===== src/rtl/bldc_drive_ctrl.sv =====
// bldc_drive_ctrl: hall filter, PWM/direction sequencing, coast-before-reverse,
// illegal-hall fault latch and hall-edge speed measurement for a BLDC stage.
// Ports: clk, rst_n (async, active low), enable, cmd_mag/cmd_dir/cmd_valid/
//   cmd_ready (command handshake), h_raw (raw halls {h3,h2,h1}),
//   h1/h2/h3 (filtered halls), p (PWM), sign (direction), fault (latched),
//   speed/speed_valid (hall edges per SPEED_WIN window, one-cycle update pulse).
// Optional: `define STALL_DET_EN adds a stall timeout (STALL_CYC) into FAULT.
module bldc_drive_ctrl #(
  parameter int PWM_BITS     = 8,
  parameter int DEBOUNCE_CYC = 4,
  parameter int COAST_CYC    = 1000,
  parameter int RAMP_STEP    = 1,
  parameter int SPEED_WIN    = 100000
`ifdef STALL_DET_EN
  ,
  parameter int STALL_CYC    = 2000000
`endif
) (
  input  logic                clk,
  input  logic                rst_n,
  input  logic                enable,
  input  logic [PWM_BITS-1:0] cmd_mag,
  input  logic                cmd_dir,
  input  logic                cmd_valid,
  output logic                cmd_ready,
  input  logic [2:0]          h_raw,
  output logic                h1,
  output logic                h2,
  output logic                h3,
  output logic                p,
  output logic                sign,
  output logic                fault,
  output logic [15:0]         speed,
  output logic                speed_valid
);

  localparam int DBW = (DEBOUNCE_CYC > 2) ? $clog2(DEBOUNCE_CYC) : 1;
  localparam int CW  = $clog2(COAST_CYC + 1);
  localparam int WW  = $clog2(SPEED_WIN);

  localparam logic [DBW-1:0] DEB_LAST = DBW'(DEBOUNCE_CYC - 1);
  localparam logic [CW-1:0]  CLOAD    = CW'(COAST_CYC - 1);
  localparam logic [WW-1:0]  WLAST    = WW'(SPEED_WIN - 1);

  localparam logic [PWM_BITS-1:0] PMAX =
    {{(PWM_BITS-1){1'b1}}, 1'b0};
  localparam logic [PWM_BITS-1:0] STEP = PWM_BITS'(RAMP_STEP);

  typedef enum logic [1:0] {
    IDLE,
    RUN,
    COAST,
    FAULT
  } state_t;

  state_t state;

  // Hall synchroniser and debounce
  logic [2:0]     s1, s2, cand, filt;
  logic [DBW-1:0] db_cnt;
  logic           db_stable;
  logic           hall_edge;
  logic           hall_bad;

  // db_cnt counts earlier cycles in which s2 already equalled cand;
  // s2 is accepted on its DEBOUNCE_CYC-th identical cycle.
  assign db_stable = (s2 == cand) && (db_cnt == DEB_LAST);
  assign hall_edge = db_stable && (cand != filt);
  assign hall_bad  = (filt == 3'b000) || (filt == 3'b111);
  assign {h3, h2, h1} = filt;

  always_ff @(posedge clk or negedge rst_n) begin
    if (!rst_n) begin
      s1     <= '0;
      s2     <= '0;
      cand   <= '0;
      filt   <= '0;
      db_cnt <= '0;
    end else begin
      s1 <= h_raw;
      s2 <= s1;
      if (s2 != cand) begin
        cand   <= s2;
        db_cnt <= DBW'(1);
      end else if (db_cnt != DEB_LAST) begin
        db_cnt <= db_cnt + 1'b1;
      end
      if (db_stable) filt <= cand;
    end
  end

  // PWM and ramp
  logic [PWM_BITS-1:0] pwm_cnt;
  logic [PWM_BITS-1:0] duty_cur;
  logic [PWM_BITS-1:0] target;
  logic [PWM_BITS-1:0] duty_ramp;
  logic                wrap;

  assign wrap = (pwm_cnt == PMAX);

  always_comb begin
    duty_ramp = duty_cur;
    if (target > duty_cur) begin
      if ((target - duty_cur) > STEP) duty_ramp = duty_cur + STEP;
      else                            duty_ramp = target;
    end else if (target < duty_cur) begin
      if ((duty_cur - target) > STEP) duty_ramp = duty_cur - STEP;
      else                            duty_ramp = target;
    end
  end

`ifdef STALL_DET_EN
  localparam int SW = $clog2(STALL_CYC + 1);
  localparam logic [SW-1:0] SLAST = SW'(STALL_CYC);
  localparam logic [PWM_BITS-1:0] DTH =
    PWM_BITS'(1) << (PWM_BITS - 2);

  logic [SW-1:0] stall_cnt;
  logic          stall_hit;

  assign stall_hit = (stall_cnt == SLAST);

  always_ff @(posedge clk or negedge rst_n) begin
    if (!rst_n) begin
      stall_cnt <= '0;
    end else if (state != RUN || hall_edge || duty_cur < DTH) begin
      stall_cnt <= '0;
    end else if (!stall_hit) begin
      stall_cnt <= stall_cnt + 1'b1;
    end
  end
`else
  logic stall_hit;
  assign stall_hit = 1'b0;
`endif

  // Sequencing FSM
  logic          trip;
  logic          accept;
  logic          pend_dir;
  logic [CW-1:0] coast_cnt;

  assign trip      = hall_bad || stall_hit;
  assign cmd_ready = (state == IDLE) || (state == RUN);
  assign accept    = cmd_valid && cmd_ready;

  always_ff @(posedge clk or negedge rst_n) begin
    if (!rst_n) begin
      state     <= IDLE;
      pwm_cnt   <= '0;
      duty_cur  <= '0;
      target    <= '0;
      pend_dir  <= 1'b0;
      coast_cnt <= '0;
      p         <= 1'b0;
      sign      <= 1'b0;
      fault     <= 1'b0;
    end else begin
      pwm_cnt <= wrap ? '0 : pwm_cnt + 1'b1;
      p       <= (state == RUN) && (pwm_cnt < duty_cur);
      unique case (state)
        IDLE: begin
          duty_cur <= '0;
          if (accept) begin
            target   <= cmd_mag;
            sign     <= cmd_dir;
            pend_dir <= cmd_dir;
          end
          if (enable) state <= RUN;
        end
        RUN: begin
          if (!enable) begin
            state     <= IDLE;
            duty_cur  <= '0;
            target    <= '0;
            coast_cnt <= '0;
            p         <= 1'b0;
          end else if (trip) begin
            state    <= FAULT;
            fault    <= 1'b1;
            duty_cur <= '0;
            target   <= '0;
            p        <= 1'b0;
          end else begin
            if (wrap) duty_cur <= duty_ramp;
            if (accept) begin
              target   <= cmd_mag;
              pend_dir <= cmd_dir;
              if (cmd_dir != sign) begin
                if (duty_cur == '0) begin
                  sign <= cmd_dir;
                end else begin
                  // reversing under load: drop drive, coast first
                  duty_cur  <= '0;
                  p         <= 1'b0;
                  coast_cnt <= CLOAD;
                  state     <= COAST;
                end
              end
            end
          end
        end
        COAST: begin
          duty_cur <= '0;
          if (!enable) begin
            state     <= IDLE;
            target    <= '0;
            coast_cnt <= '0;
          end else if (trip) begin
            state  <= FAULT;
            fault  <= 1'b1;
            target <= '0;
          end else if (coast_cnt == '0) begin
            sign  <= pend_dir;
            state <= RUN;
          end else begin
            coast_cnt <= coast_cnt - 1'b1;
          end
        end
        FAULT: begin
          duty_cur <= '0;
          target   <= '0;
          if (!enable) begin
            state <= IDLE;
            fault <= 1'b0;
          end
        end
      endcase
    end
  end

  // Speed window
  logic [WW-1:0] win_cnt;
  logic [15:0]   edge_cnt;

  always_ff @(posedge clk or negedge rst_n) begin
    if (!rst_n) begin
      win_cnt     <= '0;
      edge_cnt    <= '0;
      speed       <= '0;
      speed_valid <= 1'b0;
    end else if (win_cnt == WLAST) begin
      win_cnt     <= '0;
      speed       <= edge_cnt;
      speed_valid <= 1'b1;
      edge_cnt    <= hall_edge ? 16'd1 : 16'd0;
    end else begin
      win_cnt     <= win_cnt + 1'b1;
      speed_valid <= 1'b0;
      if (hall_edge && edge_cnt != 16'hFFFF) edge_cnt <= edge_cnt + 1'b1;
    end
  end

endmodule


===== config.mk =====
export PLATFORM = sky130hd
export DESIGN_NAME = bldc_drive_ctrl
export DESIGN_NICKNAME = d
export VERILOG_FILES = /design/src/rtl/bldc_drive_ctrl.sv
export SDC_FILE = /design/constraint.sdc
export NUM_CORES = 1
export LEC_CHECK = 0
export CORE_MARGIN = 2
export CORE_UTILIZATION = 40
export DETAILED_ROUTE_END_ITERATION = 8
export GPL_ROUTABILITY_DRIVEN = 0
export PLACE_DENSITY = 0.6
export SLEW_MARGIN = 30
export SYNTH_ARGS = -nofsm -noshare
export SYNTH_HDL_FRONTEND = slang
export SYNTH_SLANG_ARGS = --single-unit

===== constraint.sdc =====
create_clock -name clk -period 2.86 [get_ports clk]
set_clock_uncertainty 0.05 [all_clocks]
set_input_delay 0.572 -clock clk [delete_from_list [all_inputs] [get_ports clk]]
set_output_delay 0.572 -clock clk [all_outputs]
set_load 0.1 [all_outputs]

==> impl_metrics.prom, run 1 <==
# TYPE chip_impl_metric gauge
chip_impl_metric{name="floorplan.die.height",unit="um"} 127.0
chip_impl_metric{name="clkLatencyLatePin",unit="ns"} 0.36
chip_impl_metric{name="max_freq",unit="GHz"} 0.3612
chip_impl_metric{name="grt_pass1_wl",unit="mm"} 24.14
chip_impl_metric{name="globalRouteOverflowTotal",unit=""} 0
chip_impl_metric{name="first_iter_violations",unit=""} 300
chip_impl_metric{name="synth-seq-area-share",unit="%"} 42.99
chip_impl_metric{name="irDropWorstVdd",unit="mV"} 0.4101
chip_impl_info{name="hold_path.class",value="input port to asynchronous set/reset pin"} 1
chip_impl_metric{name="synth_enable_flop_cells",unit=""} 0
chip_impl_metric{name="postSynthRegisterBits",unit=""} 104
chip_impl_metric{name="syn_area_per_cell",unit="sq um"} 9.578
chip_impl_info{name="setup.worst_path.end_class",value="register"} 1
chip_impl_info{name="timing.rr.end",value="duty_cur[4]$_DFF_PN0_"} 1
chip_impl_metric{name="fp-row-count",unit=""} 44
chip_impl_metric{name="number_of_pins_exceeding_their_max_slew_limit_in_the_final_report",unit=""} 0
chip_impl_info{name="cts_tree",value="done"} 1
chip_impl_metric{name="tritoncts_buffers",unit=""} 9
chip_impl_metric{name="port_buffers",unit=""} 39
chip_impl_info{name="critPathKind",value="register to register"} 1
chip_impl_metric{name="grt_pass1_vias",unit=""} 4899
chip_impl_metric{name="drc",unit=""} 0
chip_impl_metric{name="register_area",unit="sq um"} 2603
chip_impl_metric{name="cellLeakagePower",unit="nW"} 3.240
chip_impl_info{name="outcome",value="finished, final reports clean"} 1
chip_impl_metric{name="asyncSetResetFlopFracSynth",unit="%"} 100.0
chip_impl_metric{name="synthToLayoutAreaGrowth",unit="%"} 18.27
chip_impl_metric{name="insertedDiodeCount",unit=""} 0
chip_impl_metric{name="fillerInstances",unit=""} 1363
chip_impl_metric{name="drtPass1Iterations",unit=""} 4
chip_impl_metric{name="synth_cells",unit=""} 632
chip_impl_metric{name="yosysUniqueCellTypes",unit=""} 57
chip_impl_info{name="crit-reg2reg-launch",value="duty_cur[0]$_DFF_PN0_"} 1
chip_impl_metric{name="final-setup-viol-count",unit=""} 0
chip_impl_metric{name="vias",unit=""} 4832
chip_impl_metric{name="floorplan.initialDensity",unit="%"} 41.34
chip_impl_metric{name="ff2ff_setup_slack",unit="ns"} 0.09
chip_impl_metric{name="finalNetCount",unit=""} 742
chip_impl_metric{name="grt_max_degree",unit=""} 58
chip_impl_metric{name="slew_headroom",unit="%"} 60.40
chip_impl_metric{name="number_of_antenna_violations_at_the_first_check_in_global_routing",unit=""} 0
chip_impl_metric{name="wl_per_cell",unit="um"} 16.03
chip_impl_metric{name="route.final.wire_length",unit="mm"} 14.07
chip_impl_metric{name="setup-tns-final",unit="ns"} 0
chip_impl_metric{name="cts_max_path_buffers",unit=""} 2
chip_impl_metric{name="overall_routing_resource_usage",unit="%"} 18.47
chip_impl_metric{name="timing_worst_slew_pin_value",unit="ns"} 0.5940
chip_impl_metric{name="placed_wire_length_estimate",unit="mm"} 10.08
chip_impl_info{name="clk_root_buffer_cell",value="clkbuf_16"} 1
chip_impl_metric{name="fin_util",unit="%"} 48.89
chip_impl_metric{name="synth.yosys.warnings",unit=""} 0
chip_impl_metric{name="cap_violations",unit=""} 0
chip_impl_metric{name="ioPinCount",unit=""} 40
chip_impl_metric{name="share_of_final_layout_standard_cells_stronger_than_drive_strength_1",unit="%"} 18.30
chip_impl_metric{name="worst_reg2reg_path_depth",unit=""} 12
chip_impl_metric{name="cts.htree.levels",unit=""} 3
chip_impl_metric{name="timing.final.hold_violations",unit=""} 0
chip_impl_metric{name="die_width",unit="um"} 127.0
chip_impl_metric{name="worst_ep_required_time",unit="ns"} 3.07
chip_impl_metric{name="synth.net_count",unit=""} 684
chip_impl_metric{name="avg_vias_per_cell",unit=""} 5.503
chip_impl_metric{name="critical_path_peak_fanout",unit=""} 4
chip_impl_metric{name="fin_crit_sh",unit="%"} 96.80
chip_impl_metric{name="clk_pin_slew",unit="ns"} 0.07
chip_impl_info{name="yosys_most_used_dff",value="dfrtp_1"} 1
chip_impl_metric{name="crit_arrival",unit="ns"} 2.98
chip_impl_metric{name="coreArea",unit="sq um"} 14640
chip_impl_metric{name="dieArea",unit="sq um"} 16130
chip_impl_info{name="rsz0062_at_grt",value="true"} 1
chip_impl_metric{name="clock_sinks",unit=""} 104
chip_impl_metric{name="total_power_divided_by_cell_area",unit="nW/um^2"} 791.4
chip_impl_metric{name="multi_input_comb_area",unit="sq um"} 3346
chip_impl_metric{name="synthesis.area",unit="sq um"} 6053
chip_impl_metric{name="finalCriticalPeriod",unit="ns"} 2.769
chip_impl_metric{name="number_of_nets_with_antenna_violations_after_routing",unit=""} 0
chip_impl_info{name="critPathLaunchType",value="register"} 1
cells in the mapped netlist, drive strengths merged (2+ instances only):
cell type | instances | area (sq um)
or2 | 4 | 25.02
nand3 | 24 | 120.1
inv | 28 | 105.1
o31ai | 4 | 30.03
dfrtp | 104 | 2603
o21ai | 37 | 185.2
mux2i | 19 | 190.2
nor3 | 15 | 75.07
xnor2 | 29 | 254.0
a21oi | 34 | 173.9
nor2b | 3 | 18.77
or4 | 5 | 41.29
a21o | 6 | 45.04
a211oi | 7 | 52.55
ha | 34 | 425.4
nand4 | 9 | 56.30
nand2 | 35 | 133.9
a31oi | 4 | 25.02
o22ai | 8 | 50.05
and3 | 9 | 56.30
and4 | 8 | 70.07
buf | 5 | 30.02
mux2 | 23 | 259.0
nor3b | 2 | 15.01
nor4 | 6 | 37.54
xor2 | 26 | 227.7
nand2b | 10 | 62.56
fa | 2 | 40.04
a32o | 4 | 40.04
clkbuf | 20 | 75.07
nor2 | 84 | 322.8
a22oi | 2 | 15.01
or3 | 6 | 42.54
worst max-delay path by stage:
stage / start / end / slack, ns / depth (start not counted)
after global routing: duty_cur[0]$_DFF_PN0_ / duty_cur[4]$_DFF_PN0_ / -0.03 / 12
after detailed placement: duty_cur[1]$_DFF_PN0_ / p$_DFF_PN0_ / -0.19 / 9
after global placement: duty_cur[1]$_DFF_PN0_ / p$_DFF_PN0_ / -0.26 / 9
after floorplan: duty_cur[5]$_DFF_PN0_ / duty_cur[7]$_DFF_PN0_ / 0.009 / 11
final: duty_cur[0]$_DFF_PN0_ / duty_cur[4]$_DFF_PN0_ / 0.09 / 12
after CTS: duty_cur[0]$_DFF_PN0_ / duty_cur[3]$_DFF_PN0_ / 0.02 / 12
critical path, cell delays in order (launching register included):
cell	delay (ns)
dfrtp_1	0.38
inv_2	0.05
ha_2	0.19
fa_2	0.35
nand2b_4	0.15
a21oi_2	0.14
mux2i_1	0.08
a2111o_1	0.44
nor2_4	0.16
buf_4	0.15
mux2i_1	0.19
o22ai_1	0.12
a211oi_1	0.24
report_power, final:
group / total, mW / leakage, nW / switching [mW] / internal (mW)
combinational: 2.67 / 1.75 / 1.61 / 1.06
clock: 1.18 / 0.135 / 0.581 / 0.596
sequential: 1.82 / 1.36 / 0.182 / 1.64
total: 5.67 / 3.24 / 2.37 / 3.30
placed cells by master, fill, tap and decap left out, drive strengths merged, types with 3 or more instances in the layout:
master,count
dfrtp,104
nor2,84
buf,58
o21ai,37
nand2,35
a21oi,34
ha,34
inv,31
xnor2,29
xor2,26
nand3,24
mux2,23
mux2i,19
nor3,15
clkdlybuf4s50,14
nand2b,10
clkbuf,10
and3,9
nand4,9
and4,8
o22ai,8
a211oi,7
nor4,6
a21o,6
or3,6
or4,5
o31ai,4
or2,4
a32o,4
a31oi,4
nor2b,3
sequential cells by signal, indices dropped and copies added (netlist names), 3 cells and up:
| signal | cells |
|---|---|
| cand | 3 |
| coast_cnt | 10 |
| duty_cur | 8 |
| edge_cnt | 16 |
| filt | 3 |
| pwm_cnt | 8 |
| s1 | 3 |
| s2 | 3 |
| speed | 16 |
| target | 8 |
| win_cnt | 17 |
area by class of cell:
cell class | instances | area share [%]
Inverter | 28 | 1.468
Sequential cell | 104 | 36.35
Clock buffer | 10 | 3.198
Multi-Input combinational cell | 475 | 46.73
Tap cell | 184 | 3.216
Clock inverter | 5 | 0.5418
Timing Repair Buffer | 72 | 8.494
per-stage QoR:
stage	setup slack (ns)	instances	hold WS, ns	cell area, sq um	power, mW
6_report	0.09140	878	0.1634	7159	5.666
5_1_grt	-0.02906	878	0.2051	7159	6.056
4_1_cts	0.02347	876	0.1812	7043	5.540
3_5_place_dp	-0.1865	861	0.2896	6769	4.338
3_3_place_gp	-0.2627	861	0.2885	6769	4.269
2_1_floorplan	0.008519	632	0.2264	6056	3.642
logic make-up (layout without fill, tap and decap cells):
group                    Yosys count  count (layout)  synth area share (%)
buffers and inverters             53             115                 3.472
flip-flops                       104             104                 42.99
multiplexers                      42              42                 7.420
AO/OA/AOI/OAI                    120             120                 12.40
XOR/XNOR                          55              55                 7.958
AND/OR/NAND/NOR                  222             222                 18.07
adder cells (fa/ha/maj)           36              36                 7.689
layer usage:
| layer | global-route usage, % | up-vias | wire (um) |
|---|---|---|---|
| met4 | 6.012 | 0 | 255 |
| met2 | 30.42 | 83 | 6821 |
| met1 | 24.33 | 2386 | 6492 |
| met5 | 0 | - | 0 |
| li1 | - | 2343 | - |
| met3 | 4.146 | 20 | 501 |
what timing repair did:
action / 4_1_cts / 5_1_grt
pin swaps: 0 / 8
hold buffers: 0 / 0
setup buffers: 0 / 2
resized for setup: 3 / 24
endpoints found under the setup margin: 2 / 17
Power figures use the tool's default switching activity.
==> inputs of run 2 (changes only) <==
--- a/config.mk
+++ b/config.mk
@@ -5,6 +5,7 @@
 export SDC_FILE = /design/constraint.sdc
 export NUM_CORES = 1
 export LEC_CHECK = 0
+export CORE_ASPECT_RATIO = 1.5
 export CORE_MARGIN = 2
 export CORE_UTILIZATION = 40
 export DETAILED_ROUTE_END_ITERATION = 8
==> run 2 against run 1 <==
Against the previous run: critical endpoint is now duty_cur[7]$_DFF_PN0_; wire length hardly changed; non-clock buffer count grew 11; total power is 5.0% higher; cell count grew 3.1%; global-route usage decreased by 0.49 points; sequential power is essentially flat; flip-flop and latch count stayed put; die area is 0.13% higher.
==> impl_metrics.prom, run 2 (synthesis gave the netlist of run 1 again) <==
# TYPE chip_impl_metric gauge
chip_impl_metric{name="grt_pass1_wl",unit="mm"} 23.54
chip_impl_metric{name="total_power_divided_by_cell_area",unit="nW/um^2"} 811.3
chip_impl_metric{name="wl_per_cell",unit="um"} 15.56
chip_impl_metric{name="route.final.wire_length",unit="mm"} 14.08
chip_impl_metric{name="setup-tns-final",unit="ns"} 0
chip_impl_info{name="reg_top3",value="win_cnt (17), edge_cnt (16), speed (16)"} 1
chip_impl_metric{name="worst_ep_required_time",unit="ns"} 3.05
chip_impl_info{name="mostFrequentLayoutCells",value="102 x dfrtp_1, 81 x nor2_1, 62 x buf_4, 36 x o21ai_0, 33 x nand2_1"} 1
chip_impl_metric{name="max_freq",unit="GHz"} 0.3550
chip_impl_metric{name="port_buffers",unit=""} 39
chip_impl_metric{name="floorplan.die.height",unit="um"} 154.7
chip_impl_metric{name="power.net_switching",unit="mW"} 2.442
chip_impl_metric{name="synthToLayoutAreaGrowth",unit="%"} 21.17
chip_impl_metric{name="preCtsSetupSlack",unit="ns"} -0.1498
chip_impl_metric{name="critical_path_max_stage_delay",unit="ns"} 0.41
chip_impl_info{name="outcome",value="finished, final reports clean"} 1
chip_impl_metric{name="clock_power_share",unit="%"} 21.9
chip_impl_metric{name="number_of_nets_with_antenna_violations_after_routing",unit=""} 0
chip_impl_metric{name="p_comb_share",unit="%"} 47.3
chip_impl_info{name="cts_tree",value="done"} 1
chip_impl_info{name="rsz0062_at_grt",value="true"} 1
chip_impl_metric{name="crit_arrival",unit="ns"} 3.01
chip_impl_info{name="hold_path.class",value="input port to asynchronous set/reset pin"} 1
chip_impl_metric{name="ff2ff_setup_slack",unit="ns"} 0.04
chip_impl_metric{name="ioPinCount",unit=""} 40
chip_impl_info{name="setup.worst_path.end_class",value="register"} 1
chip_impl_metric{name="fin_util",unit="%"} 49.12
chip_impl_metric{name="die_width",unit="um"} 104.4
chip_impl_metric{name="layout.cell_area.non_filler",unit="sq um"} 7335
chip_impl_metric{name="multi_input_comb_area",unit="sq um"} 3348
chip_impl_metric{name="timing.final.hold_violations",unit=""} 0
chip_impl_metric{name="coreArea",unit="sq um"} 14930
chip_impl_metric{name="floorplan.initialDensity",unit="%"} 40.54
chip_impl_metric{name="clk_pin_slew",unit="ns"} 0.08
chip_impl_metric{name="slew_headroom",unit="%"} 45.10
chip_impl_metric{name="fp-row-count",unit=""} 55
chip_impl_metric{name="fin_crit_sh",unit="%"} 98.49
chip_impl_metric{name="irDropWorstVdd",unit="mV"} 0.4077
chip_impl_metric{name="drc",unit=""} 0
chip_impl_metric{name="register_area",unit="sq um"} 2605
chip_impl_metric{name="number_of_pins_exceeding_their_max_slew_limit_in_the_final_report",unit=""} 0
chip_impl_info{name="slowest_stage",value="dfrtp_1"} 1
chip_impl_metric{name="critical_path_peak_fanout",unit=""} 4
chip_impl_info{name="clk_root_buffer_cell",value="clkbuf_16"} 1
chip_impl_metric{name="placedInstanceArea",unit="sq um"} 6860
chip_impl_metric{name="cap_violations",unit=""} 0
chip_impl_metric{name="cts_max_path_buffers",unit=""} 2
chip_impl_metric{name="grt_pass1_vias",unit=""} 4730
chip_impl_metric{name="globalRouteOverflowTotal",unit=""} 0
chip_impl_metric{name="overall_routing_resource_usage",unit="%"} 17.98
chip_impl_metric{name="vias",unit=""} 4884
chip_impl_metric{name="finalNetCount",unit=""} 753
chip_impl_info{name="top_register",value="win_cnt"} 1
chip_impl_metric{name="insertedDiodeCount",unit=""} 0
chip_impl_metric{name="fillerInstances",unit=""} 1410
chip_impl_metric{name="cts_hold_buf",unit=""} 0
chip_impl_info{name="crit_chain",value="buf_4 > ha_4 > fa_2 > nand2b_4 > a21oi_4 > mux2i_1 > nor4_2 > nand2_2 > buf_4 > mux2_2 > o22ai_1 > a211oi_1"} 1
chip_impl_metric{name="clock_sinks",unit=""} 104
chip_impl_metric{name="avg_vias_per_cell",unit=""} 5.397
chip_impl_info{name="layout.cells.most_common",value="dfrtp_1"} 1
chip_impl_metric{name="grt_max_degree",unit=""} 63
chip_impl_metric{name="finalWorstSetupSlack",unit="ns"} 0.04313
chip_impl_metric{name="cellLeakagePower",unit="nW"} 3.316
chip_impl_metric{name="intPower",unit="mW"} 3.509
chip_impl_metric{name="tritoncts_buffers",unit=""} 9
chip_impl_metric{name="placed_wire_length_estimate",unit="mm"} 10.30
chip_impl_metric{name="final-setup-viol-count",unit=""} 0
chip_impl_metric{name="power_switching_share",unit="%"} 41.03
chip_impl_info{name="critPathKind",value="register to register"} 1
chip_impl_metric{name="seqPwrFrac",unit="%"} 30.8
chip_impl_metric{name="number_of_antenna_violations_at_the_first_check_in_global_routing",unit=""} 0
chip_impl_metric{name="timing_worst_slew_pin_value",unit="ns"} 0.8235
chip_impl_metric{name="clkLatencyLatePin",unit="ns"} 0.36
chip_impl_metric{name="largest_register_ffs",unit=""} 17
chip_impl_metric{name="share_of_final_layout_standard_cells_stronger_than_drive_strength_1",unit="%"} 20.25
chip_impl_metric{name="drtPass1Iterations",unit=""} 4
chip_impl_metric{name="finalCriticalPeriod",unit="ns"} 2.817
chip_impl_metric{name="first_iter_violations",unit=""} 257
chip_impl_info{name="critPathLaunchType",value="register"} 1
chip_impl_metric{name="dieArea",unit="sq um"} 16150
chip_impl_metric{name="cts.htree.levels",unit=""} 3
chip_impl_info{name="critical_path.most_common_cell",value="buf_4"} 1
[run 2: cell types whose count changed in the layout (fill, tap and decap cells not counted), sizes merged]
cell | previous run | this run
bufinv | 0 | 1
inv | 31 | 30
clkinv | 2 | 4
buf | 58 | 69
clkbuf | 10 | 9
[run 2: final cells by class]
cell class                 instances  area share (%)
multi-input combinational        475           45.65
sequential                       104           35.52
timing repair buffer              83           9.690
tap                              199           3.395
clock buffer                       9           3.071
inverter                          28           1.433
clock inverter                     7           1.245
[run 2: worst max-delay path: cells and delay by family (launching register included)]
kind,cells,cell delay (ns)
and+or+nand+nor,3,0.64
buffers and inverters,2,0.33
muxes,2,0.37
DFF,1,0.41
AOI/OAI and AO/OA,3,0.36
adders and majority gates,2,0.56
[run 2: repair_timing]
action / in CTS / in global routing
endpoints found under the setup margin: 13 / 17
buffers inserted: 0 / 5
resized for setup: 4 / 31
endpoints found under the hold margin: 0 / 0
pin swaps: 3 / 20
[run 2: worst paths after layout]
path,startpoint,end,cells past startpoint
max reg2reg,duty_cur[0]$_DFF_PN0_,duty_cur[7]$_DFF_PN0_,12
min reg2reg,s1[2]$_DFF_PN0_,s2[2]$_DFF_PN0_,0
min,rst_n,edge_cnt[10]$_DFFE_PN0P_,1
max,duty_cur[0]$_DFF_PN0_,duty_cur[7]$_DFF_PN0_,12
min in group clk,s1[2]$_DFF_PN0_,s2[2]$_DFF_PN0_,0
max in group asynchronous,rst_n,win_cnt[3]$_DFF_PN0_,2
[run 2: through the flow]
step	hold WS [ns]	power (mW)	std cells
after detailed placement	0.2864	4.434	884
final	0.2383	5.951	905
after global placement	0.2864	4.387	884
after global routing	0.3040	6.326	905
after floorplan	0.2264	3.642	632
after CTS	0.2886	5.776	900
[run 2: power groups by stage]
stage / registers [mW] / clock network [mW] / logic (mW)
CTS: 1.82 / 1.34 / 2.61
finish: 1.83 / 1.31 / 2.81
global placement: 1.84 / 0 / 2.55
floorplan: 1.96 / 0 / 1.69
detailed placement: 1.85 / 0 / 2.59
global route: 1.86 / 1.40 / 3.07
[run 2: metal layers]
metal	global-route usage, %	part of all wire (%)	up-vias
li1	-	-	2368
met3	3.498	3.5	18
met5	0	0	-
met1	21.95	43	2419
met4	5.985	1.5	0
met2	31.68	52	79
==> inputs of run 3 (changes only) <==
==> constraint.sdc (replaced) <==
create_clock -name clk -period 2.5 [get_ports clk]
set_clock_uncertainty 0.05 [all_clocks]
set_input_delay 0.5 -clock clk [delete_from_list [all_inputs] [get_ports clk]]
set_output_delay 0.5 -clock clk [all_outputs]
set_load 0.1 [all_outputs]
==> run 3 against run 2 <==
Against the previous run: the flow now finishes with violations (negative setup slack); die area is the same; first-iteration DRC count decreased by 21%; setup slack lost 0.28 ns; flip-flop and latch count did not move; cell count up 6.4%; non-clock buffer count increased by 55; sequential share of layout area is 2.7 points lower; critical path depth is the same; global-route usage up 0.59 points; final area is 8.3% higher; critical endpoint is now duty_cur[5]$_DFF_PN0_; largest cell class unchanged.
==> impl_metrics.prom, run 3 (synthesis gave the netlist of run 1 again) <==
# TYPE chip_impl_metric gauge
chip_impl_metric{name="final-setup-viol-count",unit=""} 16
chip_impl_metric{name="largest_register_ffs",unit=""} 17
chip_impl_info{name="reg_top3",value="win_cnt (17), edge_cnt (16), speed (16)"} 1
chip_impl_info{name="critical_path.top_delay_family",value="compound AO/OA/AOI/OAI gates"} 1
chip_impl_metric{name="grt_pass1_wl",unit="mm"} 24.36
chip_impl_info{name="violations",value="negative setup slack"} 1
chip_impl_metric{name="floorplan.initialDensity",unit="%"} 40.54
chip_impl_metric{name="timing_worst_slew_pin_value",unit="ns"} 0.8450
chip_impl_metric{name="fin_crit_sh",unit="%"} 109.6
chip_impl_metric{name="placed_wire_length_estimate",unit="mm"} 10.70
chip_impl_metric{name="crit_arrival",unit="ns"} 2.93
chip_impl_info{name="slowest_stage",value="a2111o_1"} 1
chip_impl_metric{name="setup-tns-final",unit="ns"} -1.694
chip_impl_metric{name="clock_sinks",unit=""} 104
chip_impl_metric{name="worst_ep_required_time",unit="ns"} 2.69
chip_impl_metric{name="critical_path_peak_fanout",unit=""} 7
chip_impl_metric{name="report.power.total",unit="mW"} 7.495
chip_impl_metric{name="grt_pass1_vias",unit=""} 5184
chip_impl_info{name="cts_tree",value="done"} 1
chip_impl_metric{name="fp-row-count",unit=""} 55
chip_impl_metric{name="placed_cells_incl_taps",unit=""} 930
chip_impl_metric{name="dieArea",unit="sq um"} 16150
chip_impl_metric{name="vias",unit=""} 5086
chip_impl_metric{name="drc",unit=""} 0
chip_impl_metric{name="route.final.wire_length",unit="mm"} 14.76
chip_impl_info{name="rsz0062_at_grt",value="true"} 1
chip_impl_metric{name="layout.cell_area.non_filler",unit="sq um"} 7941
chip_impl_metric{name="placedInstanceArea",unit="sq um"} 7231
chip_impl_info{name="critPathKind",value="register to register"} 1
chip_impl_metric{name="max_freq",unit="GHz"} 0.3648
chip_impl_metric{name="critical_path.n_buffers_inverters",unit=""} 2
chip_impl_info{name="setup.worst_path.end_class",value="register"} 1
chip_impl_metric{name="finalNetCount",unit=""} 811
chip_impl_metric{name="avg_vias_per_cell",unit=""} 5.281
chip_impl_info{name="clk_root_buffer_cell",value="clkbuf_16"} 1
chip_impl_metric{name="number_of_nets_with_antenna_violations_after_routing",unit=""} 0
chip_impl_info{name="mostFrequentLayoutCells",value="114 x buf_4, 100 x dfrtp_1, 82 x nor2_1, 30 x a21oi_1, 30 x nand2_1"} 1
chip_impl_metric{name="wl_per_cell",unit="um"} 15.33
chip_impl_metric{name="irDropWorstVdd",unit="mV"} 0.5253
chip_impl_metric{name="clk_pin_slew",unit="ns"} 0.07
chip_impl_metric{name="floorplan.die.height",unit="um"} 154.7
chip_impl_metric{name="synthToLayoutAreaGrowth",unit="%"} 31.19
chip_impl_info{name="crit_chain",value="inv_2 > ha_4 > fa_2 > nand2b_4 > a21oi_2 > mux2i_1 > a2111o_1 > nor2_4 > buf_12 > mux2i_2 > o22ai_1 > a32o_1"} 1
chip_impl_metric{name="cts.htree.levels",unit=""} 3
chip_impl_metric{name="number_of_pins_exceeding_their_max_slew_limit_in_the_final_report",unit=""} 0
chip_impl_metric{name="cts_max_path_buffers",unit=""} 2
chip_impl_metric{name="ioPinCount",unit=""} 40
chip_impl_metric{name="drtPass1Iterations",unit=""} 4
chip_impl_metric{name="slew_headroom",unit="%"} 43.46
chip_impl_metric{name="overall_routing_resource_usage",unit="%"} 18.57
chip_impl_info{name="hold_path.class",value="register to register"} 1
chip_impl_metric{name="die_width",unit="um"} 104.4
chip_impl_info{name="critPathLaunchType",value="register"} 1
chip_impl_metric{name="tritoncts_buffers",unit=""} 9
chip_impl_metric{name="coreArea",unit="sq um"} 14930
chip_impl_metric{name="critical_path_max_stage_delay",unit="ns"} 0.46
chip_impl_metric{name="grt_max_degree",unit=""} 63
chip_impl_metric{name="finalCriticalPeriod",unit="ns"} 2.741
chip_impl_metric{name="preCtsSetupSlack",unit="ns"} -0.4727
chip_impl_metric{name="finalWorstSetupSlack",unit="ns"} -0.2409
chip_impl_metric{name="insertedDiodeCount",unit=""} 0
chip_impl_metric{name="fin_cells",unit=""} 963
chip_impl_metric{name="total_power_divided_by_cell_area",unit="nW/um^2"} 943.8
chip_impl_metric{name="cellLeakagePower",unit="nW"} 3.648
chip_impl_metric{name="clkLatencyLatePin",unit="ns"} 0.36
chip_impl_metric{name="first_iter_violations",unit=""} 204
chip_impl_metric{name="share_of_final_layout_standard_cells_stronger_than_drive_strength_1",unit="%"} 29.58
chip_impl_info{name="outcome",value="finished, violations left"} 1
chip_impl_metric{name="cap_violations",unit=""} 0
chip_impl_metric{name="number_of_antenna_violations_at_the_first_check_in_global_routing",unit=""} 0
chip_impl_metric{name="timing.final.hold_violations",unit=""} 0
chip_impl_info{name="layout.cells.most_common",value="buf_4"} 1
chip_impl_metric{name="globalRouteOverflowTotal",unit=""} 0
chip_impl_metric{name="port_buffers",unit=""} 39
chip_impl_info{name="top_register",value="win_cnt"} 1
run 3: cell count changes in the layout (fill, tap and decap cells not counted), moves of 3 or more:
| cell | before | now |
|---|---|---|
| nand2_1 | 33 | 30 |
| buf_4 | 62 | 114 |
| a211oi_1 | 7 | 3 |
| o21ai_2 | 0 | 5 |
| a211oi_2 | 0 | 4 |
| o21ai_1 | 1 | 10 |
| o21ai_0 | 36 | 22 |
run 3: final cells by class:
type | instances | area (sq um)
Clock inverter | 7 | 108.9
Fill cell | 1364 | 6992
Tap cell | 199 | 249.0
Timing Repair Buffer | 138 | 1134
Clock buffer | 9 | 225.2
Multi-Input combinational cell | 478 | 3512
Sequential cell | 104 | 2608
Inverter | 28 | 105.1
run 3: worst reg2reg max path, stage by stage, from the launching register on:
cell and delay (ns):
dfrtp_2 0.39, inv_2 0.06, ha_4 0.16, fa_2 0.34, nand2b_4 0.15, a21oi_2 0.14
mux2i_1 0.09, a2111o_1 0.46, nor2_4 0.12, buf_12 0.14, mux2i_2 0.22, o22ai_1 0.10
a32o_1 0.22
run 3: path summary, 6_finish.rpt:
check                                       from                  endpoint  slack [ns]  cells past startpoint
max in group asynchronous                  rst_n     target[7]$_DFFE_PN0P_        1.27                      3
setup / recovery           duty_cur[0]$_DFF_PN0_     duty_cur[5]$_DFF_PN0_       -0.24                     12
min in group asynchronous                  rst_n  edge_cnt[10]$_DFFE_PN0P_        0.50                      2
hold / removal                   s1[2]$_DFF_PN0_           s2[2]$_DFF_PN0_        0.30                      0
setup reg to reg           duty_cur[0]$_DFF_PN0_     duty_cur[5]$_DFF_PN0_       -0.24                     12
hold reg to reg                  s1[2]$_DFF_PN0_           s2[2]$_DFF_PN0_        0.30                      0
run 3: routing by layer:
layer	wire length, um	vias to the layer above	global-route usage [%]	part of all wire (%)
li1	-	2481	-	-
met4	376	0	9.073	2.5
met5	0	-	0	0
met2	7856	91	33.30	53
met3	399	27	2.486	2.7
met1	6131	2487	21.69	42
run 3: where the power goes:
part	leakage (nW)	switching, mW	internal, mW	total [mW]
Clock	0.164	0.671	0.901	1.57
Sequential	1.35	0.188	1.88	2.06
Combinational	2.13	2.12	1.74	3.86
Total	3.65	2.98	4.52	7.49
run 3: through the flow:
step,hold slack [ns],utilization [%]
2_1_floorplan,0.1544,-
3_3_place_gp,0.2897,48.42
3_5_place_dp,0.2847,48.42
4_1_cts,0.3021,52.16
5_1_grt,0.3251,53.18
6_report,0.3004,53.18
run 3: what timing repair did:
item                       in CTS  in global routing
resized for setup              28                 40
pin swaps                      20                 26
gates cloned                    2                  1
hold buffers                    1                  0
buffers inserted               10                  3
hold endpoints to repair       18                  0
setup endpoints to repair      22                 26
